### src/rtl/elite_spi_disp_rx.sv
// elite_spi_disp_rx
//   SPI mode-0 slave that takes display commands from the HPS and drives the
//   Elite_7Seg_Disp_Word / Elite_7Seg_Set_Flag inputs of the 7-seg block.
//   The SPI pins are synchronised into the CLOCK_50 domain. 16-bit frames
//   {opcode, data} are deframed: CMD_SET loads the data byte and pulses
//   Set_Flag, CMD_NOP is ignored, and any other opcode or a truncated frame
//   pulses Frame_Err and bumps a saturating error counter.
//
// Ports
//   CLOCK_50              in   system clock
//   Reset_Spi             in   synchronous active-high reset
//   SPI_SCLK/CS_N/MOSI    in   asynchronous SPI pins (mode 0, MSB first)
//   SPI_MISO              out  echo of Disp_Word, or tied low
//   Elite_7Seg_Disp_Word  out  last data byte written with CMD_SET
//   Elite_7Seg_Set_Flag   out  one-cycle pulse when Disp_Word is updated
//   Frame_Err             out  one-cycle pulse on bad opcode or truncated frame
//   Err_Count             out  saturating count of Frame_Err pulses
//
// Build option
//   ELITE_SPI_ECHO_EN : when defined, MISO shifts out Disp_Word (MSB first)
//   during bits 8..15 of every frame; otherwise MISO is constant 0.
//
// state  | meaning
// IDLE   | chip select high, bit counter held at zero
// SHIFT  | chip select low, sampling MOSI on SCLK rising edges

module elite_spi_disp_rx #(
    parameter logic [7:0]  CMD_SET     = 8'h01,
    parameter logic [7:0]  CMD_NOP     = 8'h00,
    parameter int unsigned SYNC_STAGES = 2
) (
    input  logic       CLOCK_50,
    input  logic       Reset_Spi,
    input  logic       SPI_SCLK,
    input  logic       SPI_CS_N,
    input  logic       SPI_MOSI,
    output logic       SPI_MISO,
    output logic [7:0] Elite_7Seg_Disp_Word,
    output logic       Elite_7Seg_Set_Flag,
    output logic       Frame_Err,
    output logic [7:0] Err_Count
);

    localparam logic ST_IDLE  = 1'b0;
    localparam logic ST_SHIFT = 1'b1;

    logic [SYNC_STAGES-1:0] sclk_sync_q, cs_sync_q, mosi_sync_q;
    logic                   sclk_prev_q;
    logic                   sclk_s, cs_s, mosi_s;
    logic                   sclk_rise, sclk_fall;

    logic        state_q, state_d;
    logic [3:0]  bit_cnt_q, bit_cnt_d;
    logic [15:0] shift_q, shift_d;
    logic        frame_done_q, frame_done_d;
    logic [7:0]  disp_word_q, disp_word_d;
    logic        set_flag_q, set_flag_d;
    logic        frame_err_q, frame_err_d;
    logic [7:0]  err_cnt_q, err_cnt_d;
    logic        err_trunc, err_opcode;

    assign sclk_s    = sclk_sync_q[SYNC_STAGES-1];
    assign cs_s      = cs_sync_q[SYNC_STAGES-1];
    assign mosi_s    = mosi_sync_q[SYNC_STAGES-1];
    assign sclk_rise = sclk_s & ~sclk_prev_q;
    assign sclk_fall = ~sclk_s & sclk_prev_q;

    always_ff @(posedge CLOCK_50) begin
        if (Reset_Spi) begin
            sclk_sync_q <= '0;
            cs_sync_q   <= '1;   // deselected until the pin says otherwise
            mosi_sync_q <= '0;
            sclk_prev_q <= 1'b0;
        end else begin
            sclk_sync_q <= {sclk_sync_q[SYNC_STAGES-2:0], SPI_SCLK};
            cs_sync_q   <= {cs_sync_q[SYNC_STAGES-2:0], SPI_CS_N};
            mosi_sync_q <= {mosi_sync_q[SYNC_STAGES-2:0], SPI_MOSI};
            sclk_prev_q <= sclk_s;
        end
    end

    always_comb begin
        state_d      = state_q;
        bit_cnt_d    = bit_cnt_q;
        shift_d      = shift_q;
        frame_done_d = 1'b0;
        disp_word_d  = disp_word_q;
        set_flag_d   = 1'b0;
        frame_err_d  = 1'b0;
        err_cnt_d    = err_cnt_q;
        err_trunc    = 1'b0;
        err_opcode   = 1'b0;

        case (state_q)
            ST_IDLE: begin
                bit_cnt_d = 4'd0;
                if (!cs_s) state_d = ST_SHIFT;
            end
            default: begin
                // A rising edge coincident with deselect is dropped.
                if (cs_s) begin
                    state_d   = ST_IDLE;
                    bit_cnt_d = 4'd0;
                    err_trunc = (bit_cnt_q != 4'd0);
                end else if (sclk_rise) begin
                    shift_d      = {shift_q[14:0], mosi_s};
                    bit_cnt_d    = bit_cnt_q + 4'd1;
                    frame_done_d = (bit_cnt_q == 4'd15);
                end
            end
        endcase

        // Decode one cycle after the counter wraps; the counter is zero then,
        // so a truncation error cannot coincide with a decode.
        if (frame_done_q) begin
            if (shift_q[15:8] == CMD_SET) begin
                disp_word_d = shift_q[7:0];
                set_flag_d  = 1'b1;
            end else if (shift_q[15:8] != CMD_NOP) begin
                err_opcode = 1'b1;
            end
        end

        if (err_trunc || err_opcode) begin
            frame_err_d = 1'b1;
            if (err_cnt_q != 8'hFF) err_cnt_d = err_cnt_q + 8'd1;
        end
    end

    always_ff @(posedge CLOCK_50) begin
        if (Reset_Spi) begin
            state_q      <= ST_IDLE;
            bit_cnt_q    <= 4'd0;
            shift_q      <= 16'h0000;
            frame_done_q <= 1'b0;
            disp_word_q  <= 8'h00;
            set_flag_q   <= 1'b0;
            frame_err_q  <= 1'b0;
            err_cnt_q    <= 8'h00;
        end else begin
            state_q      <= state_d;
            bit_cnt_q    <= bit_cnt_d;
            shift_q      <= shift_d;
            frame_done_q <= frame_done_d;
            disp_word_q  <= disp_word_d;
            set_flag_q   <= set_flag_d;
            frame_err_q  <= frame_err_d;
            err_cnt_q    <= err_cnt_d;
        end
    end

`ifdef ELITE_SPI_ECHO_EN
    logic [7:0] echo_sr_q, echo_sr_d;
    logic       miso_q, miso_d;

    // Falling edge after the 8th rise loads the echo word; the master samples
    // each echoed bit on the following rising edge.
    always_comb begin
        echo_sr_d = echo_sr_q;
        miso_d    = miso_q;
        if (state_q == ST_IDLE || cs_s) begin
            miso_d = 1'b0;
        end else if (sclk_fall) begin
            if (bit_cnt_q == 4'd8) begin
                miso_d    = disp_word_q[7];
                echo_sr_d = {disp_word_q[6:0], 1'b0};
            end else if (bit_cnt_q[3]) begin
                miso_d    = echo_sr_q[7];
                echo_sr_d = {echo_sr_q[6:0], 1'b0};
            end else begin
                miso_d = 1'b0;
            end
        end
    end

    always_ff @(posedge CLOCK_50) begin
        if (Reset_Spi) begin
            echo_sr_q <= 8'h00;
            miso_q    <= 1'b0;
        end else begin
            echo_sr_q <= echo_sr_d;
            miso_q    <= miso_d;
        end
    end

    assign SPI_MISO = miso_q;
`else
    assign SPI_MISO = 1'b0;
`endif

    assign Elite_7Seg_Disp_Word = disp_word_q;
    assign Elite_7Seg_Set_Flag  = set_flag_q;
    assign Frame_Err            = frame_err_q;
    assign Err_Count            = err_cnt_q;

endmodule
### config.mk
export PLATFORM = sky130hd
export DESIGN_NAME = elite_spi_disp_rx
export DESIGN_NICKNAME = d
export VERILOG_FILES = /design/src/rtl/elite_spi_disp_rx.sv
export SDC_FILE = /design/constraint.sdc
export NUM_CORES = 1
export LEC_CHECK = 0
export ABC_AREA = 1
export CAP_MARGIN = 20
export CORE_MARGIN = 1
export CORE_UTILIZATION = 30
export DETAILED_ROUTE_END_ITERATION = 12
export PLACE_DENSITY_LB_ADDON = 0.08
export SLEW_MARGIN = 20
export SYNTH_ARGS = -nofsm -noshare
export SYNTH_HDL_FRONTEND = slang
export SYNTH_SLANG_ARGS = --single-unit
export TNS_END_PERCENT = 5
### constraint.sdc
create_clock -name CLOCK_50 -period 2 [get_ports CLOCK_50]
set_clock_uncertainty 0.2 [all_clocks]
set_input_delay 0.4 -clock CLOCK_50 [delete_from_list [all_inputs] [get_ports CLOCK_50]]
set_output_delay 0.4 -clock CLOCK_50 [all_outputs]
set_load 0.05 [all_outputs]
==> flow_metrics.tcl, run 1 <==
set metrics [dict create \
    status "completed" \
    max_cap_violations 0 \
    slew_violations 0 \
    grt_pass1_vias 1461 \
    numPortBuffers 22 \
    cp_num_cells 7 \
    initial_utilization_pct 31.1 \
    crit_start "Err_Count[0]" \
    place_inst 326 \
    max-vdd-ir-drop_mv 0.304 \
    routed_wl_microns 3920 \
    worstSkewPairLatency_ns 0.29 \
    area_growth_pct 19.5 \
    max_freq_mhz 566 \
    grtUsageTotal_pct 14.1 \
    hold_depth 2 \
    crit_type "register to register" \
    synth_area_leaders "dfxtp_1 51%, nor2_1 11%, o21ai_0 4.9%" \
    max_stage_delay_ns 0.40 \
    die_x_microns 80.6 \
    r2r_start "Err_Count[0]" \
    grt_max_degree 20 \
    worst-path-buf-inv 0 \
    synthesis.area_sq_mm 0.00185 \
    reg2reg_slack_ns 0.23 \
    hp-class "register to register" \
    fin_setup_tns_ns 0 \
    cts_buffers 5 \
    io-pin-count 24 \
    drc 0 \
    final_common_cell "nor2_1" \
    power.leakage_nw 0.896 \
    clk_pin_slew_ns 0.08 \
    synth_top_area_share_pct 50.8 \
    worstSetupStartpointType "register" \
    cellPowerDensity_mw_per_mm2 749 \
    rsz0062_at_grt "no" \
    nets 266 \
    vias 1517 \
    yosysUniqueCellTypes 29 \
    cts-root-buf "clkbuf_8" \
    fin_cells 333 \
    ys_seq_area_share_pct 50.8 \
    syn_inst 234 \
    power.total_w 0.00166 \
    clkSinkCount 47 \
    final_cell_mix "54 x nor2_1, 47 x dfxtp_1, 22 x buf_4" \
    final_area_sq_mm 0.00221 \
    synth_top_cell_by_area "dfxtp_1" \
    postCtsSetupBuffers 0 \
    grt_first_pass_wirelength_microns 6910 \
    syn_avg_cell_area_sq_um 7.92 \
    die-area_sq_mm 0.00649 \
    hold_buffers 0 \
    rows 28 \
    crit_required_ns 2.03 \
    cts.repair.resized 0 \
    yosys_register_bits 47 \
    via_per_inst 4.56 \
    die_h_microns 80.6 \
    setup_viol 0 \
    end_kind "register" \
    hold_viol_final 0 \
    ant_nets 0 \
    fin_crit_sh_pct 88.3 \
    detailed_place_hpwl_microns 2660 \
    ff2ff_path_depth 7 \
    grt_antenna_before_repair 0 \
    cts_buffer_depth 2 \
    antenna_cells 0 \
    drt_iter0_drc 38 \
    placed_cell_area_sq_mm 0.00211 \
    fillers 624 \
    grt.overflow.total 0 \
    critPathArrivalTime_ns 1.79 \
    htreeDepth 2 \
    cts_tree "built" \
    r2r_end "Err_Count[3]" \
    cp_cell_sequence "ha_1, nand2_2, nor3_4, nand3_4, nand2_4, nand2_1, a21oi_1" \
    fin_util_pct 37.2 \
    syn-num-nets 242 \
    routabilityCongestion 0.702 \
    cp_max_fo 8 \
    wl_per_cell_microns 11.8 \
    endpoint "Err_Count[3]" \
    slowest_stage "dfxtp_1" \
    design.core.area_sq_mm 0.00596 \
    yosysWarnings 0 \
    path_delay_family "simple AND/OR/NAND/NOR gates" \
    first_pass_iters 4 \
    drive_gt1_share_pct 15.9 \
    fin_crit_ns 1.77 \
]
## worst min path at each step
stage	from	endpoint	slack, ns
global placement	cs_sync_q[0]	cs_sync_q[1]	0.20
CTS	cs_sync_q[0]	cs_sync_q[1]	0.22
floorplan	mosi_sync_q[0]	mosi_sync_q[1]	0.19
finish	mosi_sync_q[0]	mosi_sync_q[1]	0.21
global route	mosi_sync_q[0]	mosi_sync_q[1]	0.24
detailed placement	cs_sync_q[0]	cs_sync_q[1]	0.19
## per-layer routing
layer	up-vias	routed length (microns)	global-route usage, %
met4	0	29	4.82
met1	680	2020	18.9
met3	4	167	5.11
met5	-	0	0
met2	22	1700	20.7
li1	811	-	-
## cell type report
class	instances	area (sq um)	area share (%)
flip-flops and latches	47	941	42.5
multi-input cells	158	797	36.0
repair buffers	26	205	9.27
well taps	75	93.8	4.24
inverters	20	75.1	3.39
clock buffers	6	72.6	3.28
clock inverters	1	30.0	1.36
## kinds of logic (layout without fill, tap and decap cells)
group	after synthesis	in the layout	synth area share (%)
and+or+nand+nor	110	110	27.6
buffers and inverters	29	53	6.21
other	1	1	0.202
DFF	47	47	50.8
AOI/OAI and AO/OA	41	41	11.7
adders and majority gates	3	3	2.03
xor gates and xnor gates	3	3	1.42
## tightest hold or removal path, delay by kind of cell (launching register included)
family | cells | cell delay [ns]
flops | 1 | 0.31
simple gates | 1 | 0.03
buf+inv | 1 | 0.04
## flip-flops by register name, indices dropped and copies added (netlist names)
register,flops
shift_q,16
Elite_7Seg_Disp_Word,8
Err_Count,8
bit_cnt_q,4
cs_sync_q,2
mosi_sync_q,2
sclk_sync_q,2
Elite_7Seg_Set_Flag,1
Frame_Err,1
frame_done_q,1
sclk_prev_q,1
state_q,1
## cells in the mapped netlist
cell and number:
inv_1 16, nand3_1 12, nor3_4 1, a21oi_1 13
nand3_4 1, buf_1 1, nor3b_1 2, clkbuf_1 5
conb_1 1, nand2_1 21, o21ai_0 18, nor4_1 1
o21ai_1 1, nand2_4 1, or2_2 2, dfxtp_1 47
inv_2 4, nor2_4 1, xor2_1 3, buf_2 2
nor2_1 54, a31oi_1 8, nand3b_1 1, ha_1 3
nand2_2 2, buf_4 1, a211oi_1 1, nand3_2 1
nor3_1 10
## power breakdown
part / internal (W) / total (W) / switching (W)
clock: 0.000367 / 0.000670 / 0.000304
combinational: 0.0000156 / 0.0000435 / 0.0000279
sequential: 0.000942 / 0.000944 / 0.00000264
total: 0.00132 / 0.00166 / 0.000334
## per-stage QoR
step,hold WS (ns),worst slack [ns]
final,0.210,0.235
after global placement,0.199,0.134
after detailed placement,0.195,0.0877
after floorplan,0.188,0.00399
after CTS,0.216,0.226
after global routing,0.242,0.0701
Note: power is estimated with default switching activity, not from simulation.
==> run 2, diff against run 1 <==
--- a/config.mk
+++ b/config.mk
@@ -7,6 +7,8 @@
 export LEC_CHECK = 0
 export ABC_AREA = 1
 export CAP_MARGIN = 20
+export CELL_PAD_IN_SITES_DETAIL_PLACEMENT = 1
+export CELL_PAD_IN_SITES_GLOBAL_PLACEMENT = 1
 export CORE_MARGIN = 1
 export CORE_UTILIZATION = 30
 export DETAILED_ROUTE_END_ITERATION = 12
==> flow_metrics.tcl, run 2 (synthesis gave the netlist of run 1 again) <==
set metrics [dict create \
    status "completed" \
    grt_first_pass_wirelength_microns 7470 \
    hp-class "register to register" \
    fillers 730 \
    die_x_microns 80.6 \
    cts.repair.resized 0 \
    placed_cell_area_sq_mm 0.00215 \
    io-pin-count 24 \
    fin_cells 337 \
    numPortBuffers 22 \
    ff2ff_path_depth 7 \
    grtUsageTotal_pct 15.3 \
    path_delay_family "simple AND/OR/NAND/NOR gates" \
    top_register "shift_q" \
    min_to "mosi_sync_q[1]" \
    clkSinkCount 47 \
    cellPowerDensity_mw_per_mm2 739 \
    nets 270 \
    area_growth_pct 21.8 \
    final_cell_mix "54 x nor2_1, 47 x dfxtp_1, 25 x buf_4" \
    ant_nets 0 \
    max_freq_mhz 585 \
    fin_setup_tns_ns 0 \
    max-vdd-ir-drop_mv 0.288 \
    hold_slack_ns 0.208 \
    worstSetupStartpointType "register" \
    drt_iter0_drc 41 \
    max_stage_delay_ns 0.39 \
    cts-root-buf "clkbuf_8" \
    slowest_stage "dfxtp_1" \
    setup_viol 0 \
    wl_per_cell_microns 12.9 \
    initial_utilization_pct 31.1 \
    hold_depth 2 \
    die_h_microns 80.6 \
    rows 28 \
    hold_buffers 0 \
    hold_viol_final 0 \
    drc 0 \
    routabilityCongestion 0.694 \
    grt.overflow.total 0 \
    drive_gt1_share_pct 17.2 \
    antenna_cells 0 \
    clk_pin_slew_ns 0.08 \
    via_per_inst 4.67 \
    cts_buffer_depth 2 \
    cts_tree "built" \
    cp_max_fo 8 \
    grt_max_degree 25 \
    dp_slack_ns 0.127 \
    rsz0062_at_grt "no" \
    crit_type "register to register" \
    grt_antenna_before_repair 0 \
    detailed_place_hpwl_microns 3000 \
    grt_pass1_vias 1578 \
    fin_crit_sh_pct 85.5 \
    critPathArrivalTime_ns 1.74 \
    end_kind "register" \
    r2r_start "Err_Count[1]" \
    vias 1574 \
    place_inst 330 \
    max_cap_violations 0 \
    crit_required_ns 2.03 \
    htreeDepth 2 \
    final_common_cell "nor2_1" \
    cts_buffers 5 \
    worstSkewPairLatency_ns 0.29 \
    design.core.area_sq_mm 0.00596 \
    fin_crit_ns 1.71 \
    reg2reg_slack_ns 0.29 \
    final_area_sq_mm 0.00226 \
    die-area_sq_mm 0.00649 \
    cp_cell_sequence "ha_1, nand2_2, nor3_4, nand3_4, nand2_4, nand2_1, a21oi_1" \
    worst-path-buf-inv 0 \
    first_pass_iters 4 \
    slew_violations 0 \
    largest_register_ffs 16 \
    holdCritStartpoint "mosi_sync_q[0]" \
    routed_wl_microns 4340 \
    power.leakage_nw 0.921 \
    timing.final.ws_setup_ns 0.290 \
    r2r_end "Err_Count[2]" \
    postCtsSetupBuffers 0 \
]
## run 2: metrics by stage
step                power, W  util (%)
CTS                  0.00170      37.9
detailed placement   0.00102      36.2
finish               0.00167      37.9
global route         0.00174      37.9
floorplan           0.000997         -
global placement     0.00102      36.2
## run 2: worst max-delay path by stage
stage	startpoint	endpoint	slack (ns)	cells past startpoint
after global placement	Reset_Spi	shift_q[14]	0.15	4
after floorplan	Err_Count[0]	Err_Count[7]	0.004	7
after detailed placement	Reset_Spi	shift_q[4]	0.13	4
after global routing	Err_Count[1]	Err_Count[7]	0.10	7
final	Err_Count[1]	Err_Count[2]	0.29	7
after CTS	Err_Count[1]	Err_Count[1]	0.26	7
## run 2: where the power goes
| group | internal (W) | total, W | switching (W) |
|---|---|---|---|
| registers | 0.000942 | 0.000945 | 0.00000276 |
| clock network | 0.000367 | 0.000675 | 0.000308 |
| logic | 0.0000185 | 0.0000473 | 0.0000288 |
## run 2: cell type report
cell class	count	area [sq um]	area share (%)
Inverter	20	75.1	3.33
Clock buffer	6	72.6	3.22
Tap cell	75	93.8	4.16
Clock inverter	1	30.0	1.33
Multi-Input combinational cell	158	797	35.3
Timing Repair Buffer	30	248	11.0
Sequential cell	47	941	41.7
## run 2: per-layer routing
layer / global-route usage [%] / vias to the layer above / routed length [microns]
li1: - / 817 / -
met1: 18.7 / 736 / 2180
met2: 26.0 / 16 / 2000
met3: 3.07 / 5 / 107
met4: 5.89 / 0 / 48
met5: 0 / - / 0
## run 2: worst min-delay path, cell delays in order, from the launching register on
cell and delay (ns):
dfxtp_1 0.30, inv_1 0.04, nor2_1 0.03
